## src/rtl/matmul_seq.sv

```systemverilog
// NxN signed integer matrix-multiply sequencer (C = A x B) on a shared single-port data memory.
// Build option MATMUL_SAT_EN: out-of-range C elements saturate instead of wrapping.

module matmul_seq #(
  parameter int DW = 32,
  parameter int AW = 16,
  parameter int N  = 3
) (
  input  logic          CLK,
  input  logic          reset,
  input  logic          start,
  input  logic [AW-1:0] base_a,
  input  logic [AW-1:0] base_b,
  input  logic [AW-1:0] base_c,
  output logic          busy,
  output logic          done,
  output logic          ovf,
  output logic [AW-1:0] mem_addr,
  output logic          mem_rd,
  output logic          mem_wr,
  output logic [DW-1:0] mem_wdata,
  input  logic [DW-1:0] mem_rdata
);

  // state | meaning
  // IDLE  | waiting for start
  // RD_A  | read A[i][k]
  // RD_B  | capture A element, read B[k][j]
  // MAC   | acc += a * b
  // WR    | write C[i][j], check range
  // DONE  | one-cycle completion pulse
  localparam logic [2:0] IDLE = 3'd0;
  localparam logic [2:0] RD_A = 3'd1;
  localparam logic [2:0] RD_B = 3'd2;
  localparam logic [2:0] MAC  = 3'd3;
  localparam logic [2:0] WR   = 3'd4;
  localparam logic [2:0] DONE = 3'd5;

  localparam int IW   = (N > 1) ? $clog2(N) : 1;
  localparam int ACCW = 2*DW + $clog2(N) + 1;
  localparam logic [IW-1:0] LAST = IW'(N - 1);
  localparam logic [AW-1:0] N_A  = AW'(N);

  logic [2:0]             state_q, state_d;
  logic [IW-1:0]          i_q, i_d, j_q, j_d, k_q, k_d;
  logic signed [ACCW-1:0] acc_q, acc_d;
  logic [DW-1:0]          a_q, a_d;
  logic [AW-1:0]          ba_q, ba_d, bb_q, bb_d, bc_q, bc_d;
  logic                   ovf_q, ovf_d;

  logic signed [2*DW-1:0] a_ext, b_ext, prod;
  logic signed [ACCW-1:0] prod_ext;
  logic                   fits;
  logic [DW-1:0]          result;
  logic [AW-1:0]          i_a, j_a, k_a;

  assign a_ext    = {{DW{a_q[DW-1]}}, a_q};
  assign b_ext    = {{DW{mem_rdata[DW-1]}}, mem_rdata};
  assign prod     = a_ext * b_ext;
  assign prod_ext = {{(ACCW-2*DW){prod[2*DW-1]}}, prod};

  // acc fits in DW signed when every bit from DW-1 upward equals the sign
  assign fits = (&acc_q[ACCW-1:DW-1]) | ~(|acc_q[ACCW-1:DW-1]);

`ifdef MATMUL_SAT_EN
  assign result = fits ? acc_q[DW-1:0]
                       : (acc_q[ACCW-1] ? {1'b1, {(DW-1){1'b0}}} : {1'b0, {(DW-1){1'b1}}});
`else
  assign result = acc_q[DW-1:0];
`endif

  always_comb begin
    state_d = state_q;
    i_d     = i_q;
    j_d     = j_q;
    k_d     = k_q;
    acc_d   = acc_q;
    a_d     = a_q;
    ba_d    = ba_q;
    bb_d    = bb_q;
    bc_d    = bc_q;
    ovf_d   = ovf_q;
    case (state_q)
      IDLE: begin
        if (start) begin
          ba_d    = base_a;
          bb_d    = base_b;
          bc_d    = base_c;
          i_d     = '0;
          j_d     = '0;
          k_d     = '0;
          acc_d   = '0;
          ovf_d   = 1'b0;
          state_d = RD_A;
        end
      end
      RD_A: state_d = RD_B;
      RD_B: begin
        a_d     = mem_rdata;
        state_d = MAC;
      end
      MAC: begin
        acc_d = acc_q + prod_ext;
        if (k_q == LAST) begin
          k_d     = '0;
          state_d = WR;
        end else begin
          k_d     = k_q + 1'b1;
          state_d = RD_A;
        end
      end
      WR: begin
        if (!fits) ovf_d = 1'b1;
        acc_d = '0;
        if (j_q == LAST) begin
          j_d = '0;
          if (i_q == LAST) begin
            state_d = DONE;
          end else begin
            i_d     = i_q + 1'b1;
            state_d = RD_A;
          end
        end else begin
          j_d     = j_q + 1'b1;
          state_d = RD_A;
        end
      end
      DONE:    state_d = IDLE;
      default: state_d = IDLE;
    endcase
  end

  always_ff @(posedge CLK or negedge reset) begin
    if (!reset) begin
      state_q <= IDLE;
      i_q     <= '0;
      j_q     <= '0;
      k_q     <= '0;
      acc_q   <= '0;
      a_q     <= '0;
      ba_q    <= '0;
      bb_q    <= '0;
      bc_q    <= '0;
      ovf_q   <= 1'b0;
    end else begin
      state_q <= state_d;
      i_q     <= i_d;
      j_q     <= j_d;
      k_q     <= k_d;
      acc_q   <= acc_d;
      a_q     <= a_d;
      ba_q    <= ba_d;
      bb_q    <= bb_d;
      bc_q    <= bc_d;
      ovf_q   <= ovf_d;
    end
  end

  assign i_a = AW'(i_q);
  assign j_a = AW'(j_q);
  assign k_a = AW'(k_q);

  // Outputs decode only registered state, so nothing from start/mem_rdata reaches them
  always_comb begin
    busy      = (state_q != IDLE);
    done      = (state_q == DONE);
    ovf       = ovf_q;
    mem_rd    = 1'b0;
    mem_wr    = 1'b0;
    mem_addr  = '0;
    mem_wdata = '0;
    case (state_q)
      RD_A: begin
        mem_rd   = 1'b1;
        mem_addr = ba_q + i_a * N_A + k_a;
      end
      RD_B: begin
        mem_rd   = 1'b1;
        mem_addr = bb_q + k_a * N_A + j_a;
      end
      WR: begin
        mem_wr    = 1'b1;
        mem_addr  = bc_q + i_a * N_A + j_a;
        mem_wdata = result;
      end
      default: ;
    endcase
  end

endmodule

```

## config.mk

```make
export PLATFORM = sky130hd
export DESIGN_NAME = matmul_seq
export DESIGN_NICKNAME = d
export VERILOG_FILES = /design/src/rtl/matmul_seq.sv
export SDC_FILE = /design/constraint.sdc
export NUM_CORES = 2
export LEC_CHECK = 0
export CAP_MARGIN = 0
export CORE_AREA = 4 4 354 286
export CTS_CLUSTER_DIAMETER = 40
export CTS_CLUSTER_SIZE = 28
export DETAILED_ROUTE_END_ITERATION = 8
export DIE_AREA = 0 0 358 290
export HOLD_SLACK_MARGIN = 0.08
export PLACE_DENSITY = 0.67
export SLEW_MARGIN = 40
export SYNTH_ARGS = -nofsm -noshare
export SYNTH_HDL_FRONTEND = slang
export SYNTH_SLANG_ARGS = --single-unit
```

## constraint.sdc

```tcl
create_clock -name CLK -period 11 [get_ports CLK]
set_input_delay 1.65 -clock CLK [delete_from_list [all_inputs] [get_ports CLK]]
set_output_delay 1.65 -clock CLK [all_outputs]
set_load 0.01 [all_outputs]
```

==> impl_metrics.env <==
export IMPL_fillers=9010
export IMPL_clkTransAtPathRegs_ps=70
export IMPL_wire_per_inst_um=19.6
export IMPL_syn_area_um2=48600
export IMPL_reg2regPathDepth=25
export IMPL_cap_violations=0
export IMPL_synth_area_leaders="fa_1 (52%), inv_1 (10%), dfrtp_1 (8.1%)"
export IMPL_initial_core_util_pct=49.6
export IMPL_async_reset_ff_share_pct=100
export IMPL_num_vias=34359
export IMPL_hold_viol=0
export IMPL_arrival_ps=10540
export IMPL_wl_um=129000
export IMPL_yosysSeqAreaShare_pct=8.09
export IMPL_synth_largest_area_cell="fa_1"
export IMPL_port_buffers=135
export IMPL_hold_buffers=0
export IMPL_whs_endpoint="acc_q[17]"
export IMPL_hold_depth=2
export IMPL_synth_edf_count=0
export IMPL_rsz0062_at_grt="false"
export IMPL_period_share_pct=92.5
export IMPL_status="complete, no violations"
export IMPL_holdWs_ps=483
export IMPL_fp_dieH_um=290
export IMPL_via_per_inst=5.21
export IMPL_htreeDepth=4
export IMPL_post_cts_buffers=0
export IMPL_start_kind="input port"
export IMPL_dp_hpwl_um=108000
export IMPL_slowest_stage="clkdlybuf4s50_1"
export IMPL_report_final_slew_viol_count=0
export IMPL_drive_above_1_share_pct=3.26
export IMPL_ctsLongestPathBuffers=2
export IMPL_fin_setup_tns_ps=0
export IMPL_grt_antenna_before_repair=2
export IMPL_crit_path_frequent_cell="fa_1"
export IMPL_multiInputGateArea_um2=38800
export IMPL_gp_congestion=0.970
export IMPL_dr_pass1_iters=5
export IMPL_worstReg2RegStart="a_q[31]"
export IMPL_core_area_um2=97900
export IMPL_critical_path_max_stage_delay_ps=860
export IMPL_synth_warnings=0
export IMPL_synthToLayoutAreaGrowth_pct=7.29
export IMPL_rows=103
export IMPL_die_area_um2=104000
export IMPL_drc=0
export IMPL_grt_pass1_vias=37671
export IMPL_setup_viol=0
export IMPL_cts_root_buf="clkbuf_16"
export IMPL_nets=6850
export IMPL_avgSynthCellArea_um2=9.25
export IMPL_synth_net_count=6836
export IMPL_cp_end_kind="flip-flop"
export IMPL_overflow=0
export IMPL_hold_path_class="reg2reg"
export IMPL_relSlewSlack_pct=39.7
export IMPL_synth_cells=5251
export IMPL_worst_slew_pin_transition_ps=904
export IMPL_cts_sinks=157
export IMPL_die_w_um=358
export IMPL_r2r_slack_ps=2000
export IMPL_cts_tree="built"
export IMPL_ys_types=66
export IMPL_path_class="in2reg"
export IMPL_cts_resized=0
export IMPL_final_seq_area_um2=3930
export IMPL_clk_latency_ps=510
export IMPL_synth_top_area_share_pct=51.6
export IMPL_grt_usage_pct=26.4
export IMPL_grt_max_degree=68
export IMPL_antennaDiodeCount=0
export IMPL_min_period_ps=10170
export IMPL_max_freq_mhz=98.3
export IMPL_drtAntennaViolNets=0
export IMPL_ys_ff_latch=157
export IMPL_r2r_end="acc_q[66]"
export IMPL_hold_start="acc_q[17]"
export IMPL_ys_flop_type="dfrtp_1"
export IMPL_drtIter0Drc=2584
export IMPL_crit_required_ps=11370
export IMPL_critPathMaxFanout=18
export IMPL_ios=136
export IMPL_grt_pass1_wl_um=213000
export IMPL_skew_ps=27.4
export IMPL_cts_made_buffers=17
==> metal layers <==
layer	track usage [%]	share of wire (%)	vias to the layer above
li1	-	-	15118
met1	40.1	45	17754
met2	38.5	43	1366
met3	7.28	10	119
met4	4.87	1.7	2
met5	0	0.0077	-
==> layout make-up <==
type / count / area share [%]
well taps: 1312 / 3.15
repair buffers: 244 / 4.23
multi-input cells: 3532 / 74.5
clock inverters: 14 / 0.336
clock buffers: 17 / 0.816
inverters: 1313 / 9.46
flip-flops and latches: 157 / 7.55
==> registers in the layout, indices dropped and copies added, names as in the netlist, 2 cells and up <==
signal and cells:
state_q 3, bb_q 16, bc_q 16, i_q 2, k_q 2, acc_q 67, ba_q 16, j_q 2
a_q 32
==> worst max-delay path, delay by kind of cell <==
| kind | cells | cell delay (ps) |
|---|---|---|
| AOI/OAI and AO/OA | 7 | 1920 |
| and+or+nand+nor | 4 | 610 |
| adders and majority gates | 9 | 4480 |
| buffers and inverters | 9 | 1740 |
| xor gates and xnor gates | 1 | 140 |
==> stage by stage <==
step	worst slack (ps)	instance area (um^2)	std cells	util, %
after floorplan	1260	48600	5251	-
after global placement	538	51500	6558	52.6
after detailed placement	524	51500	6558	52.6
after CTS	1030	52100	6589	53.2
after global routing	626	52100	6589	53.2
final	827	52100	6589	53.2
==> synthesized netlist by cell type, types with 4 or more instances <==
library cell / count
a211o_1: 6
a211oi_1: 6
a21o_1: 43
a21oi_1: 70
a22o_1: 11
a22oi_1: 14
a31oi_1: 8
and2_1: 466
and3_1: 10
buf_1: 7
clkbuf_1: 239
dfrtp_1: 157
fa_1: 1252
ha_1: 250
inv_1: 1312
nand2_1: 883
nand2b_1: 17
nand3_1: 21
nand4_1: 35
nor2_1: 105
nor2b_1: 13
nor3_1: 9
nor3b_1: 4
nor4_1: 13
o211ai_1: 7
o21a_1: 6
o21ai_0: 55
o21ai_1: 52
o21bai_1: 10
o22ai_1: 6
o31ai_1: 6
xnor2_1: 71
xor2_1: 43
==> placed cells by master, fill, tap and decap left out, types with 7 or more instances in the layout <==
cell,synthesis,routed
clkdlybuf4s50_1,0,132
nand3_1,21,21
xor2_1,43,43
a22o_1,11,11
xnor2_1,71,71
o21ai_0,55,55
inv_1,1312,1311
fa_1,1252,1252
nand2_1,883,882
o21ai_1,52,52
o211ai_1,7,7
nor2b_1,13,12
buf_4,1,105
dfrtp_1,157,153
nor3_1,9,8
a21oi_1,70,70
a22oi_1,14,14
nand2b_1,17,16
and2_1,466,465
nor2_1,105,104
a31oi_1,8,8
nor4_1,13,13
a21o_1,43,43
clkbuf_16,0,17
and3_1,10,10
nand4_1,35,35
ha_1,250,250
o21bai_1,10,10
==> cell families after synthesis <==
kind of cell	after synthesis	synth area share (%)
AO/OA/AOI/OAI	332	4.45
XOR/XNOR	114	2.06
adder cells (fa/ha/maj)	1502	58.0
buffers and inverters	1562	12.1
flip-flops	157	8.09
multiplexers	2	0.0438
AND/OR/NAND/NOR	1582	15.2
==> worst max-delay path by stage <==
stage / slack, ps / from / cells past startpoint / endpoint
after floorplan: 1260 / mem_rdata[0] / 27 / acc_q[64]
after global routing: 630 / mem_rdata[8] / 25 / acc_q[66]
after CTS: 1030 / mem_rdata[21] / 30 / acc_q[66]
after global placement: 540 / mem_rdata[21] / 30 / acc_q[66]
after detailed placement: 520 / mem_rdata[21] / 30 / acc_q[66]
final: 830 / mem_rdata[20] / 30 / acc_q[66]
Power is not shown: default switching activity piles up to over one toggle a cycle in this logic, so the estimate is an artifact.
